--- src/rtl/exu_alu_seq_if.sv ---
// -----------------------------------------------------------------------------
// exu_alu_seq_if
//   Request/result bundle between dispatch, the EXU ALU and the writeback
//   arbiter.
//   master : dispatch / writeback side (drives the request, consumes results)
//   slave  : ALU side (accepts requests, presents the registered result)
//   Request : i_valid, i_ready, i_op, i_op1, i_op2, i_rdidx, i_rdwen, i_pc
//   Result  : o_valid, o_ready, o_wdat, o_rdidx, o_rdwen, o_pc, o_illegal,
//             o_longpipe
// -----------------------------------------------------------------------------
interface exu_alu_seq_if #(
  parameter int XLEN    = 32,
  parameter int RFIDX_W = 5,
  parameter int PC_W    = 32
);
  logic               i_valid;
  logic               i_ready;
  logic [4:0]         i_op;
  logic [XLEN-1:0]    i_op1;
  logic [XLEN-1:0]    i_op2;
  logic [RFIDX_W-1:0] i_rdidx;
  logic               i_rdwen;
  logic [PC_W-1:0]    i_pc;
  logic               o_valid;
  logic               o_ready;
  logic [XLEN-1:0]    o_wdat;
  logic [RFIDX_W-1:0] o_rdidx;
  logic               o_rdwen;
  logic [PC_W-1:0]    o_pc;
  logic               o_illegal;
  logic               o_longpipe;

  modport master (
    output i_valid, i_op, i_op1, i_op2, i_rdidx, i_rdwen, i_pc, o_ready,
    input  i_ready, o_valid, o_wdat, o_rdidx, o_rdwen, o_pc, o_illegal, o_longpipe
  );

  modport slave (
    input  i_valid, i_op, i_op1, i_op2, i_rdidx, i_rdwen, i_pc, o_ready,
    output i_ready, o_valid, o_wdat, o_rdidx, o_rdwen, o_pc, o_illegal, o_longpipe
  );
endinterface

--- src/rtl/exu_alu_seq.sv ---
// -----------------------------------------------------------------------------
// exu_alu_seq
//   Registered execution ALU. One op per valid/ready handshake; the result,
//   together with its writeback tags, is held in a single-entry output register
//   until consumed. Regular ops take one cycle. When EXU_ALU_MULDIV_EN is
//   defined, MUL/MULH/MULHU/DIV/DIVU/REM/REMU run on an iterative engine
//   (shift-add multiply, restoring divide on magnitudes) taking XLEN+1 cycles;
//   otherwise those opcodes are reported illegal in one cycle.
// Ports
//   clk, rst_n : clock, asynchronous active-low reset
//   flush      : synchronous kill of the in-flight op and the output entry
//   alu_if     : exu_alu_seq_if.slave (request and result handshakes, tags,
//                o_illegal, o_longpipe)
// -----------------------------------------------------------------------------
module exu_alu_seq #(
  parameter int XLEN    = 32,
  parameter int RFIDX_W = 5,
  parameter int PC_W    = 32
) (
  input  logic         clk,
  input  logic         rst_n,
  input  logic         flush,
  exu_alu_seq_if.slave alu_if
);
  localparam int SH_W  = $clog2(XLEN);
  localparam int CNT_W = $clog2(XLEN + 1);

  localparam logic [4:0] OP_ADD   = 5'd0;
  localparam logic [4:0] OP_SUB   = 5'd1;
  localparam logic [4:0] OP_XOR   = 5'd2;
  localparam logic [4:0] OP_OR    = 5'd3;
  localparam logic [4:0] OP_AND   = 5'd4;
  localparam logic [4:0] OP_SLL   = 5'd5;
  localparam logic [4:0] OP_SRL   = 5'd6;
  localparam logic [4:0] OP_SRA   = 5'd7;
  localparam logic [4:0] OP_SLT   = 5'd8;
  localparam logic [4:0] OP_SLTU  = 5'd9;
  localparam logic [4:0] OP_LUI   = 5'd10;
  localparam logic [4:0] OP_MUL   = 5'd16;
  localparam logic [4:0] OP_MULH  = 5'd17;
  localparam logic [4:0] OP_MULHU = 5'd18;
  localparam logic [4:0] OP_DIV   = 5'd19;
  localparam logic [4:0] OP_DIVU  = 5'd20;
  localparam logic [4:0] OP_REM   = 5'd21;
  localparam logic [4:0] OP_REMU  = 5'd22;

  typedef enum logic [0:0] {
    IDLE = 1'b0,
    CALC = 1'b1
  } state_e;

  function automatic logic [XLEN-1:0] alu_regular(input logic [4:0] op,
                                                  input logic [XLEN-1:0] a,
                                                  input logic [XLEN-1:0] b);
    logic [SH_W-1:0] sh;
    sh = b[SH_W-1:0];
    case (op)
      OP_ADD:  alu_regular = a + b;
      OP_SUB:  alu_regular = a - b;
      OP_XOR:  alu_regular = a ^ b;
      OP_OR:   alu_regular = a | b;
      OP_AND:  alu_regular = a & b;
      OP_SLL:  alu_regular = a << sh;
      OP_SRL:  alu_regular = a >> sh;
      OP_SRA:  alu_regular = $unsigned($signed(a) >>> sh);
      OP_SLT:  alu_regular = {{(XLEN-1){1'b0}}, ($signed(a) < $signed(b))};
      OP_SLTU: alu_regular = {{(XLEN-1){1'b0}}, (a < b)};
      OP_LUI:  alu_regular = b;
      default: alu_regular = {XLEN{1'b0}};
    endcase
  endfunction

  function automatic logic is_muldiv(input logic [4:0] op);
    is_muldiv = (op >= OP_MUL) && (op <= OP_REMU);
  endfunction

  function automatic logic is_legal(input logic [4:0] op);
`ifdef EXU_ALU_MULDIV_EN
    is_legal = (op <= OP_LUI) || is_muldiv(op);
`else
    is_legal = (op <= OP_LUI);
`endif
  endfunction

  state_e             state_r;
  state_e             state_nxt_s;
  logic               out_free_s;
  logic               i_ready_s;
  logic               accept_s;
  logic               start_md_s;
  logic               done_s;
  logic               o_valid_r;
  logic               o_illegal_r;
  logic [XLEN-1:0]    o_wdat_r;
  logic [RFIDX_W-1:0] o_rdidx_r;
  logic               o_rdwen_r;
  logic [PC_W-1:0]    o_pc_r;
  logic [XLEN-1:0]    md_wdat_s;
  logic [RFIDX_W-1:0] md_rdidx_s;
  logic               md_rdwen_s;
  logic [PC_W-1:0]    md_pc_s;

  // The output slot is free when empty or being consumed this cycle.
  assign out_free_s = ~o_valid_r | alu_if.o_ready;
  assign i_ready_s  = (state_r == IDLE) & out_free_s & ~flush;
  assign accept_s   = alu_if.i_valid & i_ready_s;

`ifdef EXU_ALU_MULDIV_EN
  logic [4:0]        op_r;
  logic [CNT_W-1:0]  cnt_r;
  logic [2*XLEN-1:0] acc_r;
  logic [2*XLEN-1:0] mcand_r;
  logic [XLEN-1:0]   mplier_r;
  logic [XLEN-1:0]   quo_r;
  logic [XLEN-1:0]   rem_r;
  logic [XLEN-1:0]   divisor_r;
  logic [XLEN-1:0]   dividend_r;
  logic              a_neg_r;
  logic              b_neg_r;
  logic [RFIDX_W-1:0] rdidx_r;
  logic              rdwen_r;
  logic [PC_W-1:0]   pc_r;
  logic              signed_s;
  logic [XLEN-1:0]   mag_a_s;
  logic [XLEN-1:0]   mag_b_s;
  logic [XLEN:0]     rem_shift_s;
  logic              div_ge_s;
  logic [2*XLEN-1:0] prod_s;
  logic [XLEN-1:0]   quo_fix_s;
  logic [XLEN-1:0]   rem_fix_s;
  logic              div0_s;

  // MUL takes the low half, so only MULH/DIV/REM need sign handling.
  assign signed_s = (alu_if.i_op == OP_MULH) | (alu_if.i_op == OP_DIV) | (alu_if.i_op == OP_REM);
  assign mag_a_s  = (signed_s & alu_if.i_op1[XLEN-1]) ? ({XLEN{1'b0}} - alu_if.i_op1) : alu_if.i_op1;
  assign mag_b_s  = (signed_s & alu_if.i_op2[XLEN-1]) ? ({XLEN{1'b0}} - alu_if.i_op2) : alu_if.i_op2;

  assign start_md_s = accept_s & is_muldiv(alu_if.i_op);
  // Completion waits with the counter at zero until the output slot frees.
  assign done_s     = (state_r == CALC) & (cnt_r == {CNT_W{1'b0}}) & out_free_s & ~flush;

  // Restoring-divide step: bring in the next dividend bit, subtract if it fits.
  assign rem_shift_s = {rem_r, quo_r[XLEN-1]};
  assign div_ge_s    = (rem_shift_s >= {1'b0, divisor_r});

  // Iterative engine: operand latch on accept, then one step per cycle.
  always_ff @(posedge clk or negedge rst_n) begin
    if (!rst_n) begin
      op_r       <= 5'd0;
      cnt_r      <= {CNT_W{1'b0}};
      acc_r      <= {(2*XLEN){1'b0}};
      mcand_r    <= {(2*XLEN){1'b0}};
      mplier_r   <= {XLEN{1'b0}};
      quo_r      <= {XLEN{1'b0}};
      rem_r      <= {XLEN{1'b0}};
      divisor_r  <= {XLEN{1'b0}};
      dividend_r <= {XLEN{1'b0}};
      a_neg_r    <= 1'b0;
      b_neg_r    <= 1'b0;
      rdidx_r    <= {RFIDX_W{1'b0}};
      rdwen_r    <= 1'b0;
      pc_r       <= {PC_W{1'b0}};
    end else if (start_md_s) begin
      op_r       <= alu_if.i_op;
      cnt_r      <= CNT_W'(XLEN);
      acc_r      <= {(2*XLEN){1'b0}};
      mcand_r    <= {{XLEN{1'b0}}, mag_a_s};
      mplier_r   <= mag_b_s;
      quo_r      <= mag_a_s;
      rem_r      <= {XLEN{1'b0}};
      divisor_r  <= mag_b_s;
      dividend_r <= alu_if.i_op1;
      a_neg_r    <= signed_s & alu_if.i_op1[XLEN-1];
      b_neg_r    <= signed_s & alu_if.i_op2[XLEN-1];
      rdidx_r    <= alu_if.i_rdidx;
      rdwen_r    <= alu_if.i_rdwen;
      pc_r       <= alu_if.i_pc;
    end else if ((state_r == CALC) && (cnt_r != {CNT_W{1'b0}}) && !flush) begin
      if (mplier_r[0]) begin
        acc_r <= acc_r + mcand_r;
      end
      mcand_r  <= mcand_r << 1;
      mplier_r <= mplier_r >> 1;
      if (div_ge_s) begin
        rem_r <= XLEN'(rem_shift_s - {1'b0, divisor_r});
        quo_r <= {quo_r[XLEN-2:0], 1'b1};
      end else begin
        rem_r <= rem_shift_s[XLEN-1:0];
        quo_r <= {quo_r[XLEN-2:0], 1'b0};
      end
      cnt_r <= cnt_r - CNT_W'(1);
    end
  end

  // Final sign fix-up and divide-by-zero selection for the engine result.
  always_comb begin
    prod_s    = (a_neg_r ^ b_neg_r) ? ({(2*XLEN){1'b0}} - acc_r) : acc_r;
    quo_fix_s = (a_neg_r ^ b_neg_r) ? ({XLEN{1'b0}} - quo_r) : quo_r;
    rem_fix_s = a_neg_r ? ({XLEN{1'b0}} - rem_r) : rem_r;
    div0_s    = (divisor_r == {XLEN{1'b0}});
    md_wdat_s = {XLEN{1'b0}};
    case (op_r)
      OP_MUL:           md_wdat_s = prod_s[XLEN-1:0];
      OP_MULH, OP_MULHU: md_wdat_s = prod_s[2*XLEN-1:XLEN];
      OP_DIV, OP_DIVU:  md_wdat_s = div0_s ? {XLEN{1'b1}} : quo_fix_s;
      OP_REM, OP_REMU:  md_wdat_s = div0_s ? dividend_r : rem_fix_s;
      default:          md_wdat_s = {XLEN{1'b0}};
    endcase
  end

  assign md_rdidx_s        = rdidx_r;
  assign md_rdwen_s        = rdwen_r;
  assign md_pc_s           = pc_r;
  assign alu_if.o_longpipe = (state_r == CALC);
`else
  assign start_md_s        = 1'b0;
  assign done_s            = 1'b0;
  assign md_wdat_s         = {XLEN{1'b0}};
  assign md_rdidx_s        = {RFIDX_W{1'b0}};
  assign md_rdwen_s        = 1'b0;
  assign md_pc_s           = {PC_W{1'b0}};
  assign alu_if.o_longpipe = 1'b0;
`endif

  // FSM state register.
  always_ff @(posedge clk or negedge rst_n) begin
    if (!rst_n) begin
      state_r <= IDLE;
    end else begin
      state_r <= state_nxt_s;
    end
  end

  // FSM next state; flush overrides both start and completion.
  always_comb begin
    state_nxt_s = state_r;
    if (flush) begin
      state_nxt_s = IDLE;
    end else begin
      case (state_r)
        IDLE: begin
          if (start_md_s) begin
            state_nxt_s = CALC;
          end else begin
            state_nxt_s = IDLE;
          end
        end
        CALC: begin
          if (done_s) begin
            state_nxt_s = IDLE;
          end else begin
            state_nxt_s = CALC;
          end
        end
        default: state_nxt_s = IDLE;
      endcase
    end
  end

  // Output register: loads 1-cycle results or engine completions, holds until consumed.
  always_ff @(posedge clk or negedge rst_n) begin
    if (!rst_n) begin
      o_valid_r   <= 1'b0;
      o_illegal_r <= 1'b0;
      o_wdat_r    <= {XLEN{1'b0}};
      o_rdidx_r   <= {RFIDX_W{1'b0}};
      o_rdwen_r   <= 1'b0;
      o_pc_r      <= {PC_W{1'b0}};
    end else if (flush) begin
      o_valid_r   <= 1'b0;
      o_illegal_r <= 1'b0;
    end else if (accept_s && !start_md_s) begin
      o_valid_r   <= 1'b1;
      o_illegal_r <= ~is_legal(alu_if.i_op);
      o_wdat_r    <= is_legal(alu_if.i_op) ? alu_regular(alu_if.i_op, alu_if.i_op1, alu_if.i_op2)
                                           : {XLEN{1'b0}};
      o_rdidx_r   <= alu_if.i_rdidx;
      o_rdwen_r   <= alu_if.i_rdwen;
      o_pc_r      <= alu_if.i_pc;
    end else if (done_s) begin
      o_valid_r   <= 1'b1;
      o_illegal_r <= 1'b0;
      o_wdat_r    <= md_wdat_s;
      o_rdidx_r   <= md_rdidx_s;
      o_rdwen_r   <= md_rdwen_s;
      o_pc_r      <= md_pc_s;
    end else if (alu_if.o_ready) begin
      o_valid_r   <= 1'b0;
      o_illegal_r <= 1'b0;
    end
  end

  assign alu_if.i_ready   = i_ready_s;
  assign alu_if.o_valid   = o_valid_r;
  assign alu_if.o_illegal = o_illegal_r;
  assign alu_if.o_wdat    = o_wdat_r;
  assign alu_if.o_rdidx   = o_rdidx_r;
  assign alu_if.o_rdwen   = o_rdwen_r;
  assign alu_if.o_pc      = o_pc_r;
endmodule
--- src/flat_wrapper.sv ---
// flat-port wrapper written by rule: the top's interface ports become plain ports
module exu_alu_seq_flat 
#(
  parameter int XLEN    = 32,
  parameter int RFIDX_W = 5,
  parameter int PC_W    = 32
)
  (clk, rst_n, flush, alu_if_i_valid, alu_if_i_op, alu_if_i_op1, alu_if_i_op2, alu_if_i_rdidx, alu_if_i_rdwen, alu_if_i_pc, alu_if_o_ready, alu_if_i_ready, alu_if_o_valid, alu_if_o_wdat, alu_if_o_rdidx, alu_if_o_rdwen, alu_if_o_pc, alu_if_o_illegal, alu_if_o_longpipe);
  exu_alu_seq_if #(.XLEN(XLEN), .RFIDX_W(RFIDX_W), .PC_W(PC_W)) alu_if_i ();
  input  logic clk;
  input  logic rst_n;
  input  logic flush;
  input wire logic [$bits(alu_if_i.i_valid)-1:0] alu_if_i_valid;
  input wire logic [$bits(alu_if_i.i_op)-1:0] alu_if_i_op;
  input wire logic [$bits(alu_if_i.i_op1)-1:0] alu_if_i_op1;
  input wire logic [$bits(alu_if_i.i_op2)-1:0] alu_if_i_op2;
  input wire logic [$bits(alu_if_i.i_rdidx)-1:0] alu_if_i_rdidx;
  input wire logic [$bits(alu_if_i.i_rdwen)-1:0] alu_if_i_rdwen;
  input wire logic [$bits(alu_if_i.i_pc)-1:0] alu_if_i_pc;
  input wire logic [$bits(alu_if_i.o_ready)-1:0] alu_if_o_ready;
  output wire logic [$bits(alu_if_i.i_ready)-1:0] alu_if_i_ready;
  output wire logic [$bits(alu_if_i.o_valid)-1:0] alu_if_o_valid;
  output wire logic [$bits(alu_if_i.o_wdat)-1:0] alu_if_o_wdat;
  output wire logic [$bits(alu_if_i.o_rdidx)-1:0] alu_if_o_rdidx;
  output wire logic [$bits(alu_if_i.o_rdwen)-1:0] alu_if_o_rdwen;
  output wire logic [$bits(alu_if_i.o_pc)-1:0] alu_if_o_pc;
  output wire logic [$bits(alu_if_i.o_illegal)-1:0] alu_if_o_illegal;
  output wire logic [$bits(alu_if_i.o_longpipe)-1:0] alu_if_o_longpipe;
  assign alu_if_i.i_valid = alu_if_i_valid;
  assign alu_if_i.i_op = alu_if_i_op;
  assign alu_if_i.i_op1 = alu_if_i_op1;
  assign alu_if_i.i_op2 = alu_if_i_op2;
  assign alu_if_i.i_rdidx = alu_if_i_rdidx;
  assign alu_if_i.i_rdwen = alu_if_i_rdwen;
  assign alu_if_i.i_pc = alu_if_i_pc;
  assign alu_if_i.o_ready = alu_if_o_ready;
  assign alu_if_i_ready = alu_if_i.i_ready;
  assign alu_if_o_valid = alu_if_i.o_valid;
  assign alu_if_o_wdat = alu_if_i.o_wdat;
  assign alu_if_o_rdidx = alu_if_i.o_rdidx;
  assign alu_if_o_rdwen = alu_if_i.o_rdwen;
  assign alu_if_o_pc = alu_if_i.o_pc;
  assign alu_if_o_illegal = alu_if_i.o_illegal;
  assign alu_if_o_longpipe = alu_if_i.o_longpipe;
  exu_alu_seq #(.XLEN(XLEN), .RFIDX_W(RFIDX_W), .PC_W(PC_W)) u_core (.clk(clk), .rst_n(rst_n), .flush(flush), .alu_if(alu_if_i));
endmodule
--- config.mk ---
export PLATFORM = sky130hd
export DESIGN_NAME = exu_alu_seq_flat
export DESIGN_NICKNAME = d
export VERILOG_FILES = /design/src/rtl/exu_alu_seq_if.sv /design/src/rtl/exu_alu_seq.sv /design/src/flat_wrapper.sv
export SDC_FILE = /design/constraint.sdc
export NUM_CORES = 1
export LEC_CHECK = 0
export ABC_CLOCK_PERIOD_IN_PS = 2240
export CAP_MARGIN = 20
export CORE_UTILIZATION = 50
export DETAILED_ROUTE_END_ITERATION = 10
export PLACE_DENSITY = 0.75
export SYNTH_ARGS = -nofsm -noshare
export SYNTH_HDL_FRONTEND = slang
export SYNTH_SLANG_ARGS = --single-unit
--- constraint.sdc ---
create_clock -name clk -period 2.24 [get_ports clk]
set_input_delay 0.336 -clock clk [delete_from_list [all_inputs] [get_ports clk]]
set_output_delay 0.336 -clock clk [all_outputs]
set_load 0.02 [all_outputs]
==> flow_summary.yaml, run 1 <==
status:
  firstError: "[ERROR GRT-0232] Routing congestion too high. Check the congestion heatmap in the GUI."
  lastStage: "5_1_grt"
  status: "did not finish"
grt:
  grt_usage_pct: 90.4
  gr-total-overflow: 612
  grt_max_degree: 55
yosys:
  synth-main-ff-cell: "dfrtp_1"
  synth_nets: 1756
  synth_seq_area_share_pct: 15.2
  synthesis.area_sq_um: 11900
  avgSynthCellArea_sq_um: 7.73
  ys_ff_latch: 72
  yosys_warnings: 0
  synthArstFlopShare_pct: 100
  syn_inst: 1538
  synth_edf_count: 0
  ys_types: 89
clocking:
  clockBufferDepth: 2
  cts_buffers: 9
  cts-root-buf: "clkbuf_16"
  htreeDepth: 3
  numClockSinks: 72
place:
  gp_congestion: 1.15
  dp_hpwl_um: 49000
  io_buffer_count: 184
  dp.cells: 2486
floorplan:
  start_util_pct: 50.8
  rows: 56
  ioPinCount: 186
  die_y_um: 156
  die-width_um: 156
timing:
  worstEndpointType: "register data pin"
  crit_endpoint: "u_core.alu_if.o_wdat[12]$_DFFE_PN0P_/D"
==> metal layers <==
metal	GRT overflow	track usage (%)
met3	28	78.1
met5	6	53.8
met1	20	87.2
met4	208	97.5
met2	350	104
==> cells in the mapped netlist, drive strengths merged, types with 8 or more instances <==
master | n | area (sq um)
nand2 | 141 | 532
buf | 56 | 335
dfrtp | 72 | 1800
o21bai | 13 | 97.6
o22ai | 16 | 106
a22o | 13 | 114
o221ai | 16 | 140
nand4 | 17 | 106
a211oi | 28 | 223
mux2i | 32 | 320
clkbuf | 63 | 238
nor2 | 185 | 697
xnor2 | 14 | 123
inv | 98 | 368
mux2 | 47 | 529
or3 | 8 | 50.1
nand3 | 19 | 95.1
nand2b | 9 | 56.3
a221o | 14 | 140
nor4 | 10 | 62.6
ha | 104 | 1300
a22oi | 18 | 135
a21oi | 144 | 728
o21ai | 77 | 385
o211ai | 32 | 240
a31oi | 21 | 131
nor2b | 17 | 106
mux4 | 46 | 1060
o31ai | 18 | 140
a221oi | 24 | 216
a21o | 16 | 120
o2111ai | 12 | 105
nor3 | 38 | 195
==> stage by stage <==
stage	hold slack (ns)	area (sq um)	setup WS [ns]	setup TNS, ns
after floorplan	0.0404	12200	-0.634	-6.87
after global placement	0.323	18100	-1.77	-33.12
after detailed placement	0.336	18100	-1.80	-34.80
after CTS	0.483	20700	-0.480	-7.28
==> timing repair <==
item,CTS
hold endpoints to repair,36
setup endpoints to repair,33
buffers inserted,84
cloned,2
resized for setup,551
pin swaps,144
hold buffers,1
==> cells by family after synthesis <==
logic type / share of synthesized area [%]
DFF: 15.2
muxes: 16.1
AOI/OAI and AO/OA: 30.4
and+or+nand+nor: 17.7
other: 0.0316
adders and majority gates: 11.3
buffers and inverters: 7.95
xor gates and xnor gates: 1.33
==> run 2: changes to the inputs <==
--- a/config.mk
+++ b/config.mk
@@ -7,9 +7,9 @@
 export LEC_CHECK = 0
 export ABC_CLOCK_PERIOD_IN_PS = 2240
 export CAP_MARGIN = 20
-export CORE_UTILIZATION = 50
+export CORE_UTILIZATION = 35
 export DETAILED_ROUTE_END_ITERATION = 10
-export PLACE_DENSITY = 0.75
+export PLACE_DENSITY_LB_ADDON = 0.15
 export SYNTH_ARGS = -nofsm -noshare
 export SYNTH_HDL_FRONTEND = slang
 export SYNTH_SLANG_ARGS = --single-unit
==> run 2 against run 1 <==
Against the previous run:
- the flow now finishes, with violations (negative setup slack)
- synthesized cell count stayed put
- area after synthesis stayed put
==> flow_summary.yaml, run 2 <==
cells_and_area:
  drive_above_1_share_pct: 53.1
  nNetsFinal: 2553
  final_common_cell: "buf_4"
  seqCellArea_sq_um: 1800
  multi_input_area_sq_um: 11500
  num-fill-cells: 2765
  fin_cells: 2788
  final_cell_mix: "618 x buf_4, 154 x nor2_1, 123 x nand2_1"
  area_growth_pct: 88.5
  diodes: 0
grt:
  grt_usage_pct: 39.4
  antenna_found_initial: 0
  grt_max_degree: 42
  gr-total-overflow: 0
  grt_pass1_wl_um: 100000
  grt_pass1_vias: 15800
floorplan:
  ioPinCount: 186
  core_sq_um: 33400
  rows: 67
  die_y_um: 186
  start_util_pct: 35.5
  die-width_um: 186
  die_area_sq_um: 34700
critical_path:
  slowest_stage: "a211oi_4"
  r2r_end: "u_core.alu_if.o_wdat[25]"
  cp-end-kind: "flop"
  cp.arrival_ns: 2.96
  cp_top_family: "compound AO/OA/AOI/OAI gates"
  cp-startpoint: "alu_if_i_op1[2]"
  crit_path_max_fanout: 5
  r2r_slack_ns: -0.19
  critPathMaxStageDelay_ns: 0.35
  critical_path.cell_chain: "buf_8 > inv_4 > ha_4 > o211ai_1 > o211ai_1 > buf_4 > a211oi_4 > buf_4 > buf_6 > a31oi_4 > a21oi_4 > buf_6 > o31ai_4 > a211oi_2 > a221oi_2"
  worstSetupPathType: "input port to flop"
  r2r_start: "u_core.alu_if.o_valid"
  crit_path_start_kind: "input port"
  ff2ff_path_depth: 8
  path_buf_inv: 6
  cp.required_ns: 2.46
min_path:
  hp-class: "input port to async pin"
clocking:
  cts_buffers: 9
  cts-root-buf: "clkbuf_16"
  clockBufferDepth: 2
  clk_pin_slew_ns: 0.07
  numClockSinks: 72
  clock_latency_ns: 0.34
  cts_tree: "yes"
  htreeDepth: 3
yosys:
  ys_types: 89
  synth_seq_area_share_pct: 15.2
  synth_top_area_cell: "dfrtp_1"
  netlist_top_cells_count: "184 x nor2_1, 142 x a21oi_1, 140 x nand2_1"
  ys_ff_latch: 72
  synth_top_area_share_pct: 15.2
  avgSynthCellArea_sq_um: 7.73
  synthesis.area_sq_um: 11900
  synth_edf_count: 0
  syn_inst: 1538
  synth.most_common_cell: "nor2_1"
  synth-main-ff-cell: "dfrtp_1"
  synth_nets: 1756
  yosys_warnings: 0
  synth_area_leaders: "dfrtp_1 15%, ha_1 11%, mux4_2 7.6%"
  synthArstFlopShare_pct: 100
timing:
  clock_skew_ns: 0.00522
  min_period_ns: 2.73
  drv_slew: 0
  rsz0062_at_grt: "true"
  max_slew_margin_pct: 56.1
  fmax_mhz: 366
  setup_slack_ns: -0.493
  finalCritPeriodShare_pct: 122
  worst_pin_slew_ns: 0.657
  setup_viol: 31
  hold_viol: 0
status:
  status: "finished, violations left"
  violations: "negative setup slack"
drt:
  wl_per_cell_um: 25.4
  wl_met2_um: 31700
  vias: 16600
  wl_met3_um: 5660
  met1_length_um: 27900
  topRoutingLayerUsed: "met4"
  first_iter_violations: 1450
  totalWireLength_um: 70900
  viasPerCell: 5.94
  dr.pass1.iters: 5
  drcViolationCount: 0
  drtAntennaViolNets: 0
place:
  io_buffer_count: 184
  gp_congestion: 1.08
  dp_hpwl_um: 55300
  dp.cells: 2656
pwr:
  combPwrFrac_pct: 64.4
  p_seq_share_pct: 17.8
  power.share.switching_pct: 41.4
  ir_drop_uv: 448
  netSwitchingPower_mw: 3.61
  p_int_mw: 5.11
  power.density_nw_per_um2: 390
  pwr-share-clk_pct: 17.9
  power_mw: 8.72
  p_leak_nw: 9.81
job:
  maxCapViolCount: 0
## run 2: worst reg2reg max path: stages (launching register included)
cell and delay (ns):
dfrtp_1 0.37, nor2b_1 0.15, nor2_2 0.15, nand2_4 0.10
a222oi_1 0.39, o2111ai_2 0.27, or4_4 0.62, a221oi_2 0.21
nor2_1 0.07
## run 2: power groups by stage
| stage | Combinational [mW] | Sequential [mW] | Clock (mW) |
|---|---|---|---|
| finish | 5.61 | 1.55 | 1.56 |
| global route | 5.87 | 1.57 | 1.64 |
| CTS | 5.14 | 1.55 | 1.59 |
| detailed placement | 4.41 | 1.58 | 0 |
| global placement | 4.40 | 1.56 | 0 |
| floorplan | 1.83 | 1.77 | 0 |
## run 2: area by class of cell
type / count / share of cell area [%]
tap: 448 / 2.50
multi-input combinational: 1248 / 51.2
clock buffer: 9 / 1.01
clock inverter: 7 / 0.386
timing repair buffer: 905 / 34.8
inverter: 99 / 2.02
sequential: 72 / 8.05
## run 2: how the worst max path moves through the flow
stage,endpoint,slack [ns],cells after the start
floorplan,u_core.alu_if.o_wdat[24],-0.63,13
global route,u_core.alu_if.o_wdat[25],-0.59,13
CTS,u_core.alu_if.o_wdat[26],-0.41,16
global placement,u_core.alu_if.o_wdat[26],-1.62,14
finish,u_core.alu_if.o_wdat[31],-0.49,15
detailed placement,u_core.alu_if.o_wdat[26],-1.60,14
## run 2: logic make-up after synthesis
kind of cell	count (synthesis)	share of synthesized area [%]
compound gates	525	30.4
xor+xnor	18	1.33
fa+ha+maj	106	11.3
buf+inv	218	7.95
flops	72	15.2
mux	125	16.1
other cells	1	0.0316
simple gates	473	17.7
## run 2: routing by layer
layer	GRT usage [%]	vias up
met3	6.00	236
met1	49.4	8005
met2	62.0	941
li1	-	7368
met5	0	-
met4	27.8	0
## run 2: through the flow
step                      hold WS, ns  setup slack, ns  utilization, %  setup TNS (ns)  instance area (sq um)
after global placement          0.300            -1.62            55.3          -37.52                  18500
after detailed placement        0.305            -1.60            55.3          -38.89                  18500
final                           0.479           -0.493            66.9           -8.59                  22400
after global routing            0.514           -0.594            66.9          -10.30                  22400
after CTS                       0.482           -0.406            64.0           -5.97                  21400
after floorplan                0.0404           -0.634               -           -6.87                  12200
## run 2: what timing repair did
action | 4_1_cts | 5_1_grt
buffers inserted | 84 | 51
endpoints found under the hold margin | 31 | 0
resized for setup | 621 | 198
endpoints found under the setup margin | 32 | 32
pin swaps | 172 | 146
gates cloned | 0 | 0
hold buffers | 1 | 0
No activity file was read; power rests on OpenSTA's default activity.
